**src/rtl/audio_recorder.sv**
```systemverilog
// Left-channel I2S capture stage: deserializes 16-bit ADC samples on BCLK and
// writes them to sequential SRAM addresses with start/pause/resume/stop control.
module audio_recorder #(
  parameter int unsigned             ADDR_W   = 20,
  parameter int unsigned             SAMPLE_W = 16,
  parameter logic [ADDR_W-1:0]       MAX_ADDR = 20'hFFFFF
) (
  input  logic                i_clk,
  input  logic                i_rst,
  input  logic                i_init_done,
  input  logic                i_start,
  input  logic                i_pause,
  input  logic                i_stop,
  input  logic                i_lrc,
  input  logic                i_data,
  output logic [ADDR_W-1:0]   o_address,
  output logic [SAMPLE_W-1:0] o_data,
  output logic                o_wr,
  output logic                o_busy,
  output logic [ADDR_W-1:0]   o_length
);

  localparam int unsigned CNT_W = $clog2(SAMPLE_W);
  localparam logic [CNT_W-1:0] LAST_BIT = CNT_W'(SAMPLE_W - 1);

  typedef enum logic [2:0] {
    IDLE,
    WAIT_L,
    SHIFT,
    WRITE,
    PAUSED
  } state_t;

  state_t              state_q, state_d;
  logic [ADDR_W-1:0]   addr_q, addr_d;
  logic [ADDR_W-1:0]   len_q, len_d;
  logic [SAMPLE_W-1:0] data_q, data_d;
  logic [SAMPLE_W-1:0] shreg_q, shreg_d;
  logic [CNT_W-1:0]    cnt_q, cnt_d;
  logic                wr_q, wr_d;
  logic                busy_q, busy_d;
  logic                lrc_q, lrc_d;
  logic                pend_q, pend_d;

  always_ff @(posedge i_clk or posedge i_rst) begin
    if (i_rst) begin
      state_q <= IDLE;
      addr_q  <= '0;
      len_q   <= '0;
      data_q  <= '0;
      shreg_q <= '0;
      cnt_q   <= '0;
      wr_q    <= 1'b0;
      busy_q  <= 1'b0;
      lrc_q   <= 1'b1;
      pend_q  <= 1'b0;
    end else begin
      state_q <= state_d;
      addr_q  <= addr_d;
      len_q   <= len_d;
      data_q  <= data_d;
      shreg_q <= shreg_d;
      cnt_q   <= cnt_d;
      wr_q    <= wr_d;
      busy_q  <= busy_d;
      lrc_q   <= lrc_d;
      pend_q  <= pend_d;
    end
  end

  always_comb begin
    state_d = state_q;
    addr_d  = addr_q;
    len_d   = len_q;
    data_d  = data_q;
    shreg_d = shreg_q;
    cnt_d   = cnt_q;
    wr_d    = 1'b0;
    lrc_d   = i_lrc;
    pend_d  = pend_q;

    unique case (state_q)
      IDLE: begin
        pend_d = 1'b0;
        if (i_start && i_init_done && !i_stop) begin
          state_d = WAIT_L;
          addr_d  = '0;
          len_d   = '0;
        end
      end
      WAIT_L: begin
        if (i_stop) begin
          state_d = IDLE;
          pend_d  = 1'b0;
        end else if (i_pause || pend_q) begin
          state_d = PAUSED;
          pend_d  = 1'b0;
        end else if (lrc_q && !i_lrc) begin
          state_d = SHIFT;
          cnt_d   = '0;
        end
      end
      SHIFT: begin
        if (i_stop) begin
          state_d = IDLE;
          pend_d  = 1'b0;
        end else begin
          // Pause only latches here; the word in flight still gets written.
          if (i_pause) pend_d = 1'b1;
          shreg_d = {shreg_q[SAMPLE_W-2:0], i_data};
          cnt_d   = cnt_q + 1'b1;
          if (cnt_q == LAST_BIT) begin
            state_d = WRITE;
            data_d  = {shreg_q[SAMPLE_W-2:0], i_data};
            wr_d    = 1'b1;
          end
        end
      end
      WRITE: begin
        len_d = addr_q + 1'b1;
        if (addr_q == MAX_ADDR) begin
          state_d = IDLE;
          pend_d  = 1'b0;
        end else begin
          addr_d = addr_q + 1'b1;
          if (i_stop) begin
            state_d = IDLE;
            pend_d  = 1'b0;
          end else if (pend_q || i_pause) begin
            state_d = PAUSED;
            pend_d  = 1'b0;
          end else begin
            state_d = WAIT_L;
          end
        end
      end
      PAUSED: begin
        pend_d = 1'b0;
        if (i_stop) state_d = IDLE;
        else if (!i_pause && i_start) state_d = WAIT_L;
      end
      default: state_d = IDLE;
    endcase

    busy_d = (state_d != IDLE);
  end

  assign o_address = addr_q;
  assign o_length  = len_q;
  assign o_data    = data_q;
  assign o_wr      = wr_q;
  assign o_busy    = busy_q;

endmodule

```
**config.mk**
```make
export PLATFORM = sky130hd
export DESIGN_NAME = audio_recorder
export DESIGN_NICKNAME = d
export VERILOG_FILES = /design/src/rtl/audio_recorder.sv
export SDC_FILE = /design/constraint.sdc
export NUM_CORES = 1
export LEC_CHECK = 0
export CAP_MARGIN = 0
export CORE_MARGIN = 2
export CORE_UTILIZATION = 30
export CTS_CLUSTER_SIZE = 25
export DETAILED_ROUTE_END_ITERATION = 7
export GPL_TIMING_DRIVEN = 0
export HOLD_SLACK_MARGIN = 0.03
export MAX_ROUTING_LAYER = met4
export SLEW_MARGIN = 40
export SYNTH_ARGS = -nofsm -noshare
export SYNTH_HDL_FRONTEND = slang
export SYNTH_SLANG_ARGS = --single-unit
```
**constraint.sdc**
```tcl
create_clock -name i_clk -period 4 [get_ports i_clk]
set_input_delay 1.2 -clock i_clk [delete_from_list [all_inputs] [get_ports i_clk]]
set_output_delay 1.2 -clock i_clk [all_outputs]
set_load 0.005 [all_outputs]
```
==> report_table.html, run 1 <==
<table>
<tr><th>Metric</th><th>Value</th></tr>
<tr><th colspan="2">Detailed routing</th></tr>
<tr><td>Number of design-rule violations left by the first detailed-router iteration</td><td>90</td></tr>
<tr><td>DR WL/cell</td><td>14.65 um</td></tr>
<tr><td>Remaining routing DRC violations</td><td>0</td></tr>
<tr><td>Final Routed Wirelength</td><td>7943 um</td></tr>
<tr><td>First-pass DRT Iterations</td><td>5</td></tr>
<tr><td>Vias per Instance</td><td>4.926</td></tr>
<tr><td>Number of vias after detailed routing</td><td>2670</td></tr>
<tr><td>Number of antenna-violating nets in the routed design</td><td>0</td></tr>
<tr><th colspan="2">Final layout</th></tr>
<tr><td>Layout cells sized above 1</td><td>15.04%</td></tr>
<tr><td>Antenna fix cells</td><td>0</td></tr>
<tr><td>Post-layout net count</td><td>404</td></tr>
<tr><td>Layout-stage area growth over the synthesis result</td><td>31.42%</td></tr>
<tr><th colspan="2">Hold path</th></tr>
<tr><td>Class of the worst hold path</td><td>reg -&gt; reg</td></tr>
<tr><th colspan="2">Synthesis</th></tr>
<tr><td>Synth Area per Inst</td><td>11.30 um2</td></tr>
<tr><td>Portion of the post-synthesis area used by sequential elements</td><td>57.16%</td></tr>
<tr><td>Yosys reg bits</td><td>82</td></tr>
<tr><td>Post-synthesis net count</td><td>328</td></tr>
<tr><td>Number of flops mapped to enable cells by yosys</td><td>0</td></tr>
<tr><td>Ys Warns</td><td>0</td></tr>
<tr><td>Prevailing post-synth register cell</td><td>sky130_fd_sc_hd__dfrtp_1</td></tr>
<tr><td>Cells after Synth</td><td>318</td></tr>
<tr><td>Asr flop ratio synth</td><td>100.0%</td></tr>
<tr><td>Post-synthesis instance area</td><td>3592 um2</td></tr>
<tr><td>Yosys cell types</td><td>47</td></tr>
<tr><th colspan="2">Global route</th></tr>
<tr><td>Total routing usage reported by global routing</td><td>13.54%</td></tr>
<tr><td>Vias in the first global route</td><td>2706</td></tr>
<tr><td>Initial antenna violation count</td><td>0</td></tr>
<tr><td>Wire length of the first global-routing pass</td><td>13390 um</td></tr>
<tr><td>Maximum number of pins on one net before global-route repair</td><td>44</td></tr>
<tr><td>Total congestion overflow after global routing</td><td>0</td></tr>
<tr><th colspan="2">STA</th></tr>
<tr><td>Final critical-path required period</td><td>2.939 ns</td></tr>
<tr><td>Hold Slack</td><td>0.4763 ns</td></tr>
<tr><td>Max transition margin</td><td>50.48%</td></tr>
<tr><td>Clock Skews</td><td>0.006614 ns</td></tr>
<tr><td>Number of setup violations in the final report</td><td>0</td></tr>
<tr><td>Post-Route Setup TNS</td><td>0 ns</td></tr>
<tr><td>Final number of hold-violating endpoints</td><td>0</td></tr>
<tr><td>Fin. max-slew vios</td><td>0</td></tr>
<tr><td>Worst Tran Pin Value</td><td>0.7371 ns</td></tr>
<tr><td>RSZ-0062 raised after global routing</td><td>no</td></tr>
<tr><td>Maximum achievable frequency</td><td>0.3403 GHz</td></tr>
<tr><td>Share of the clock period used by the worst path after layout</td><td>73.47%</td></tr>
<tr><td>Least setup slack across all paths after layout</td><td>1.061 ns</td></tr>
<tr><th colspan="2">Power and ir drop</th></tr>
<tr><td>Leakage power figure</td><td>2.084 nW</td></tr>
<tr><td>Total Power</td><td>0.001735 W</td></tr>
<tr><td>Total net switching power</td><td>0.0003783 W</td></tr>
<tr><td>Power density of the placed cells</td><td>367.5 nW/um2</td></tr>
<tr><td>Switching part of the total</td><td>21.80%</td></tr>
<tr><td>Comb pwr share</td><td>5.2%</td></tr>
<tr><td>Worst IR drop on VDD</td><td>304.1 uV</td></tr>
<tr><td>Internal power summed over all cells</td><td>0.001357 W</td></tr>
<tr><td>Seq pwr share</td><td>49.8%</td></tr>
<tr><td>Power share of the clock group</td><td>45.0%</td></tr>
<tr><th colspan="2">Placed design</th></tr>
<tr><td>Port Buffers</td><td>64</td></tr>
<tr><td>Dpl hpwl</td><td>5631 um</td></tr>
<tr><td>Global placer's final weighted congestion</td><td>0.8617</td></tr>
<tr><td>Pre-CTS setup slack</td><td>0.7006 ns</td></tr>
<tr><th colspan="2">Floorplanning</th></tr>
<tr><td>Core ar.</td><td>11560 um2</td></tr>
<tr><td>Rows</td><td>39</td></tr>
<tr><td>Initial core utilization</td><td>31.06%</td></tr>
<tr><td>Die Area</td><td>12870 um2</td></tr>
<tr><td>Width of the die</td><td>113.4 um</td></tr>
<tr><td>Boundary Pins</td><td>66</td></tr>
<tr><td>Die height</td><td>113.4 um</td></tr>
<tr><th colspan="2">Critical path</th></tr>
<tr><td>Critical path peak fanout</td><td>10</td></tr>
<tr><td>Data required time of the worst path</td><td>4.20 ns</td></tr>
<tr><td>CP startpoint kind</td><td>input port</td></tr>
<tr><td>CP Capture Type</td><td>flop</td></tr>
<tr><td>Arrival time of the worst setup path</td><td>3.13 ns</td></tr>
<tr><td>Critical setup path kind</td><td>in -&gt; reg</td></tr>
<tr><th colspan="2">Clocking</th></tr>
<tr><td>TritonCTS clock tree</td><td>done</td></tr>
<tr><td>Number of buffers between clock root and the deepest sink</td><td>2</td></tr>
<tr><td>Clk Tree Root Cell</td><td>sky130_fd_sc_hd__clkbuf_16</td></tr>
<tr><td>Number of buffers inserted for hold repair after clock tree synthesis</td><td>0</td></tr>
<tr><td>Clock H-tree levels</td><td>3</td></tr>
<tr><td>CTS-repair resized insts</td><td>0</td></tr>
<tr><td>Number of sinks handled by clock tree synthesis</td><td>82</td></tr>
<tr><td>Clock buffers created by TritonCTS</td><td>9</td></tr>
<tr><td>Clk_lat worst skew</td><td>0.34 ns</td></tr>
<tr><td>Clock slew at reported path FFs</td><td>0.05 ns</td></tr>
<tr><td>Setup repair bufs after CTS</td><td>0</td></tr>
<tr><th colspan="2">Run</th></tr>
<tr><td>Max-cap violations</td><td>0</td></tr>
<tr><th colspan="2">Run status</th></tr>
<tr><td>Status</td><td>finished, final reports clean</td></tr>
</table>
## cell usage in the layout (no fill, tap or decap), types with 2 or more instances in the layout
cell                              count
sky130_fd_sc_hd__a211oi_1             2
sky130_fd_sc_hd__a21o_1               9
sky130_fd_sc_hd__a21oi_1              6
sky130_fd_sc_hd__a311oi_1             2
sky130_fd_sc_hd__and3_1               4
sky130_fd_sc_hd__and4_1               3
sky130_fd_sc_hd__buf_2                6
sky130_fd_sc_hd__clkbuf_1            11
sky130_fd_sc_hd__clkbuf_16            9
sky130_fd_sc_hd__clkbuf_8             3
sky130_fd_sc_hd__clkdlybuf4s50_1     64
sky130_fd_sc_hd__clkinv_2             2
sky130_fd_sc_hd__dfrtp_1             81
sky130_fd_sc_hd__ha_1                 2
sky130_fd_sc_hd__inv_1                2
sky130_fd_sc_hd__mux2_2              32
sky130_fd_sc_hd__nand2_1             37
sky130_fd_sc_hd__nand2b_1             3
sky130_fd_sc_hd__nand3_1              8
sky130_fd_sc_hd__nand3b_1             3
sky130_fd_sc_hd__nand4_1              7
sky130_fd_sc_hd__nor2_1              18
sky130_fd_sc_hd__nor2b_1              3
sky130_fd_sc_hd__nor3_1               7
sky130_fd_sc_hd__nor4_1               2
sky130_fd_sc_hd__o21ai_0             25
sky130_fd_sc_hd__o22ai_1              4
sky130_fd_sc_hd__o31ai_1              2
sky130_fd_sc_hd__o41ai_1              2
sky130_fd_sc_hd__xnor2_1              8
sky130_fd_sc_hd__xor2_1              10
## worst paths after layout
check | from | to | slack [ns] | cells past startpoint
worst max-delay path | i_start | o_length[16]$_DFFE_PP0P_ | 1.06 | 7
worst min-delay path | o_length[9]$_DFFE_PP0P_ | o_length[9]$_DFFE_PP0P_ | 0.48 | 2
worst max register to register | o_address[11]$_DFFE_PP0P_ | o_address[12]$_DFFE_PP0P_ | 1.62 | 7
worst min register to register | o_length[9]$_DFFE_PP0P_ | o_length[9]$_DFFE_PP0P_ | 0.48 | 2
max in group asynchronous | i_rst | o_address[5]$_DFFE_PP0P_ | 2.23 | 3
min in group asynchronous | i_rst | o_data[2]$_DFFE_PP0P_ | 1.23 | 2
## sequential cells by signal, summed over array words and instances, names as in the netlist
signal and flops:
lrc_q 1, cnt_q 4, o_wr 1, o_data 16, shreg_q 15, o_busy 1
o_length 20, state_q 3, o_address 20, pend_q 1
## Yosys cell counts, drive strengths merged, types with 8 or more instances
cell type / number / share of area (%)
mux2: 32 / 10
o21ai: 26 / 3.6
dfrtp: 81 / 56
xor2: 10 / 2.4
clkbuf: 10 / 1.1
buf: 8 / 1.1
nand3: 9 / 1.4
nand2: 37 / 3.9
a21o: 9 / 1.9
xnor2: 8 / 2.0
nor2: 19 / 2.1
## final cells by class
type | count | area, um2
fillers | 1115 | 6844
multi-input cells | 215 | 1448
well taps | 143 | 178.9
plain buffers | 18 | 80.08
repair buffers | 65 | 660.6
clock inverters | 2 | 10.01
inverters | 3 | 16.27
clock buffers | 14 | 274.0
flip-flops and latches | 82 | 2053
## power groups by stage
stage | combinational (W) | clock [W] | sequential, W
2_1_floorplan | 0.0000531 | 0 | 0.000875
3_3_place_gp | 0.0000890 | 0 | 0.000878
3_5_place_dp | 0.0000931 | 0 | 0.000879
4_1_cts | 0.0000932 | 0.000806 | 0.000864
5_1_grt | 0.000103 | 0.000837 | 0.000867
6_report | 0.0000904 | 0.000781 | 0.000864
## cell families (layout without fill, tap and decap cells)
family	count (synthesis)	in the layout	synth area share, %
adders and majority gates	2	2	0.6965
xor gates and xnor gates	18	18	4.389
DFF	82	82	57.16
AOI/OAI and AO/OA	60	60	10.90
buffers and inverters	21	102	2.542
and+or+nand+nor	103	103	14.28
muxes	32	32	10.03
## routing by layer
layer	track usage [%]	wire length, um	up-vias
li1	-	-	1285
met5	-	0	-
met4	4.390	119	0
met2	20.80	3616	65
met3	4.038	357	11
met1	17.30	3850	1309
## metrics by stage
| step | instances | area, um2 | util, % |
|---|---|---|---|
| floorplan | 318 | 3592 | - |
| global placement | 525 | 4412 | 38.15 |
| detailed placement | 526 | 4437 | 38.36 |
| CTS | 542 | 4721 | 40.82 |
| global route | 542 | 4721 | 40.82 |
| finish | 542 | 4721 | 40.82 |
## critical path, cell delays in order
cell,delay [ns]
sky130_fd_sc_hd__clkdlybuf4s50_1,0.48
sky130_fd_sc_hd__nand3b_1,0.11
sky130_fd_sc_hd__nor4_1,0.55
sky130_fd_sc_hd__nor2_1,0.27
sky130_fd_sc_hd__clkbuf_1,0.31
sky130_fd_sc_hd__nand2_1,0.12
sky130_fd_sc_hd__o21ai_0,0.09
Note: power is estimated with default switching activity, not from simulation.
==> run 2: changes to the inputs <==
clock period = 2.6 ns   (was 4 ns; I/O delays follow)
==> run 2 against run 1 <==
Effect of this change:
- via count increased by 0.97%
- first-iteration DRC count increased by 38%
- routed wire length increased by 3.0%
- hold slack improved by 0.0052 ns
- global-route usage increased by 0.11 points
- combinational power increased by 74%
- cell area increased by 3.1%
- final cell count increased by 0.37%
- clock power increased by 86%
- worst setup slack got worse by 0.90 ns
- non-clock buffer count increased by 3
- count of clock-buffer cells in the layout decreased by 4
- largest cell class unchanged
- critical path type is now reg -> reg
- critical endpoint is now o_address[9]$_DFFE_PP0P_
==> report_table.html, run 2 (synthesized netlist as in run 1, its figures left out) <==
<table>
<tr><th>Metric</th><th>Value</th></tr>
<tr><th colspan="2">Clocking</th></tr>
<tr><td>Clock slew at reported path FFs</td><td>0.06 ns (about the same)</td></tr>
<tr><td>Clock buffers created by TritonCTS</td><td>9 (unchanged)</td></tr>
<tr><td>Number of buffers inserted for hold repair after clock tree synthesis</td><td>0 (unchanged)</td></tr>
<tr><td>Number of buffers between clock root and the deepest sink</td><td>2 (unchanged)</td></tr>
<tr><td>Clk Tree Root Cell</td><td>sky130_fd_sc_hd__clkbuf_16</td></tr>
<tr><td>Clk_lat worst skew</td><td>0.33 ns (about the same)</td></tr>
<tr><td>TritonCTS clock tree</td><td>done</td></tr>
<tr><td>Number of sinks handled by clock tree synthesis</td><td>82 (unchanged)</td></tr>
<tr><td>Clock H-tree levels</td><td>3 (unchanged)</td></tr>
<tr><th colspan="2">Detailed routing</th></tr>
<tr><td>DR WL/cell</td><td>15.04 um (+2.6%)</td></tr>
<tr><td>First-pass DRT Iterations</td><td>4 (-1)</td></tr>
<tr><td>Number of design-rule violations left by the first detailed-router iteration</td><td>124 (+38%)</td></tr>
<tr><td>Number of vias after detailed routing</td><td>2696 (+0.97%)</td></tr>
<tr><td>Final Routed Wirelength</td><td>8183 um (+3.0%)</td></tr>
<tr><td>Number of antenna-violating nets in the routed design</td><td>0 (unchanged)</td></tr>
<tr><td>Vias per Instance</td><td>4.956 (+0.60%)</td></tr>
<tr><td>Remaining routing DRC violations</td><td>0 (unchanged)</td></tr>
<tr><th colspan="2">Critical path</th></tr>
<tr><td>Data required time of the worst path</td><td>2.83 ns (-1.37 ns)</td></tr>
<tr><td>CP Capture Type</td><td>flop</td></tr>
<tr><td>Critical path peak fanout</td><td>10 (unchanged)</td></tr>
<tr><td>CP startpoint kind</td><td>flop</td></tr>
<tr><td>Critical setup path kind</td><td>reg -&gt; reg</td></tr>
<tr><td>R2R setup slack</td><td>0.16 ns (-1.46 ns)</td></tr>
<tr><td>Arrival time of the worst setup path</td><td>2.67 ns (-0.46 ns)</td></tr>
<tr><th colspan="2">Final layout</th></tr>
<tr><td>Antenna fix cells</td><td>0 (unchanged)</td></tr>
<tr><td>Finished Core Util</td><td>42.10% (+1.3 points)</td></tr>
<tr><td>Non-filler instance count after layout</td><td>544 (+0.37%)</td></tr>
<tr><td>Post-layout net count</td><td>407 (+0.74%)</td></tr>
<tr><td>Total non-filler cell area in the finished layout</td><td>4868 um2 (+3.1%)</td></tr>
<tr><td>Layout cells sized above 1</td><td>16.21% (+1.2 points)</td></tr>
<tr><td>Most common cell after layout, fill and taps aside</td><td>sky130_fd_sc_hd__dfrtp_1</td></tr>
<tr><td>Layout-stage area growth over the synthesis result</td><td>35.53%</td></tr>
<tr><td>Most used cells in the layout excluding fill and tap cells</td><td>sky130_fd_sc_hd__dfrtp_1 (81), sky130_fd_sc_hd__clkdlybuf4s50_1 (64), sky130_fd_sc_hd__nand2_1 (37)</td></tr>
<tr><th colspan="2">STA</th></tr>
<tr><td>Clock Skews</td><td>0.006648 ns (+0.00003372 ns)</td></tr>
<tr><td>Hold Slack</td><td>0.4814 ns (+0.005167 ns)</td></tr>
<tr><td>RSZ-0062 raised after global routing</td><td>no</td></tr>
<tr><td>Maximum achievable frequency</td><td>0.4102 GHz</td></tr>
<tr><td>Final number of hold-violating endpoints</td><td>0 (unchanged)</td></tr>
<tr><td>Worst Tran Pin Value</td><td>0.6217 ns (-0.1154 ns)</td></tr>
<tr><td>Share of the clock period used by the worst path after layout</td><td>93.77%</td></tr>
<tr><td>Number of setup violations in the final report</td><td>0 (unchanged)</td></tr>
<tr><td>Max transition margin</td><td>58.23% (+7.8 points)</td></tr>
<tr><td>Final critical-path required period</td><td>2.438 ns</td></tr>
<tr><td>Least setup slack across all paths after layout</td><td>0.1620 ns (-0.8993 ns)</td></tr>
<tr><td>Fin. max-slew vios</td><td>0 (unchanged)</td></tr>
<tr><th colspan="2">Placed design</th></tr>
<tr><td>Dpl hpwl</td><td>5965 um (+5.9%)</td></tr>
<tr><td>Dpl cell area</td><td>4518 um2 (+1.8%)</td></tr>
<tr><td>Port Buffers</td><td>64 (unchanged)</td></tr>
<tr><td>Global placer's final weighted congestion</td><td>0.8498 (-1.4%)</td></tr>
<tr><td>Pre-CTS setup slack</td><td>-0.2765 ns (-0.9771 ns)</td></tr>
<tr><td>Post-placement cell count</td><td>529 (+0.57%)</td></tr>
<tr><th colspan="2">Hold path</th></tr>
<tr><td>Class of the worst hold path</td><td>reg -&gt; reg</td></tr>
<tr><th colspan="2">Power and ir drop</th></tr>
<tr><td>Worst IR drop on VDD</td><td>429.3 uV (+41%)</td></tr>
<tr><td>Power density of the placed cells</td><td>603.5 nW/um2 (+64%)</td></tr>
<tr><td>Leakage power figure</td><td>2.139 nW (+2.7%)</td></tr>
<tr><th colspan="2">Run status</th></tr>
<tr><td>Status</td><td>finished, final reports clean</td></tr>
<tr><th colspan="2">Floorplanning</th></tr>
<tr><td>Die Area</td><td>12870 um2 (unchanged)</td></tr>
<tr><td>Rows</td><td>39 (unchanged)</td></tr>
<tr><td>Width of the die</td><td>113.4 um (unchanged)</td></tr>
<tr><td>Core ar.</td><td>11560 um2 (unchanged)</td></tr>
<tr><td>Die height</td><td>113.4 um (unchanged)</td></tr>
<tr><td>Boundary Pins</td><td>66 (unchanged)</td></tr>
<tr><td>Initial core utilization</td><td>31.06% (unchanged)</td></tr>
<tr><th colspan="2">Global route</th></tr>
<tr><td>Vias in the first global route</td><td>2637 (-2.5%)</td></tr>
<tr><td>Maximum number of pins on one net before global-route repair</td><td>24 (-45%)</td></tr>
<tr><td>Total congestion overflow after global routing</td><td>0 (unchanged)</td></tr>
<tr><td>Initial antenna violation count</td><td>0 (unchanged)</td></tr>
<tr><td>Wire length of the first global-routing pass</td><td>13590 um (+1.5%)</td></tr>
<tr><td>Total routing usage reported by global routing</td><td>13.65% (+0.11 points)</td></tr>
<tr><th colspan="2">Run</th></tr>
<tr><td>Max-cap violations</td><td>0 (unchanged)</td></tr>
</table>
==> run 2: cell types whose count changed in the layout (fill, tap and decap cells not counted) <==
cell / previous run / this run
sky130_fd_sc_hd__nor4_1: 2 / 1
sky130_fd_sc_hd__clkbuf_1: 11 / 9
sky130_fd_sc_hd__bufinv_16: 0 / 3
sky130_fd_sc_hd__clkbuf_8: 3 / 1
sky130_fd_sc_hd__buf_16: 0 / 3
sky130_fd_sc_hd__clkinv_2: 2 / 1
sky130_fd_sc_hd__nor4_2: 0 / 1
sky130_fd_sc_hd__buf_2: 6 / 5
sky130_fd_sc_hd__clkbuf_4: 0 / 1
sky130_fd_sc_hd__inv_6: 1 / 0
sky130_fd_sc_hd__clkinvlp_4: 0 / 2
==> run 2: timing repair <==
| action | CTS | global route |
|---|---|---|
| buffers inserted | 0 | 0 |
| gates resized for setup | 0 | 2 |
| setup endpoints to repair | 0 | 18 |
==> run 2: final timing paths <==
| path | from | to | depth (start not counted) |
|---|---|---|---|
| setup / recovery | o_address[11]$_DFFE_PP0P_ | o_address[9]$_DFFE_PP0P_ | 7 |
| hold reg to reg | cnt_q[2]$_DFFE_PP0P_ | cnt_q[2]$_DFFE_PP0P_ | 1 |
| hold / removal | cnt_q[2]$_DFFE_PP0P_ | cnt_q[2]$_DFFE_PP0P_ | 1 |
| max in group asynchronous | i_rst | lrc_q$_DFF_PP1_ | 4 |
| min in group asynchronous | i_rst | o_data[3]$_DFFE_PP0P_ | 2 |
| setup reg to reg | o_address[11]$_DFFE_PP0P_ | o_address[9]$_DFFE_PP0P_ | 7 |
==> run 2: metal layers <==
| metal | wire, um | vias to the layer above | global-route usage (%) |
|---|---|---|---|
| li1 | - | 1298 | - |
| met1 | 3835 | 1316 | 17.57 |
| met2 | 3866 | 71 | 21.52 |
| met3 | 367 | 11 | 3.294 |
| met4 | 112 | 0 | 4.146 |
| met5 | 0 | - | - |
==> run 2: stage by stage <==
stage / total power, W / setup TNS (ns)
floorplan: 0.001429 / 0
global placement: 0.001489 / -10.25
detailed placement: 0.001513 / -5.981
CTS: 0.002977 / 0
global route: 0.003047 / 0
finish: 0.002938 / 0
==> run 2: final cells by class <==
type                       count  area [um2]
multi-input combinational    215        1454
tap                          143       178.9
clock buffer                  10       239.0
clock inverter                 5       102.6
fill                        1102        6696
sequential                    82        2053
timing repair buffer          68       743.2
inverter                       3       15.01
buffer                        18       82.58
==> run 2: critical path: stages (launching register included) <==
cell and delay, ns:
sky130_fd_sc_hd__dfrtp_1 0.49, sky130_fd_sc_hd__nand3_2 0.14, sky130_fd_sc_hd__or4_1 0.57, sky130_fd_sc_hd__clkbuf_2 0.20
sky130_fd_sc_hd__o31ai_4 0.49, sky130_fd_sc_hd__buf_4 0.29, sky130_fd_sc_hd__nand2_1 0.07, sky130_fd_sc_hd__o31ai_1 0.07
==> run 2: power by group <==
part / leakage [nW] / switching (W) / internal [W] / total (W)
Sequential: 1.14 / 0.0000265 / 0.00130 / 0.00133
Clock: 0.165 / 0.000494 / 0.000957 / 0.00145
Combinational: 0.839 / 0.0000835 / 0.0000730 / 0.000157
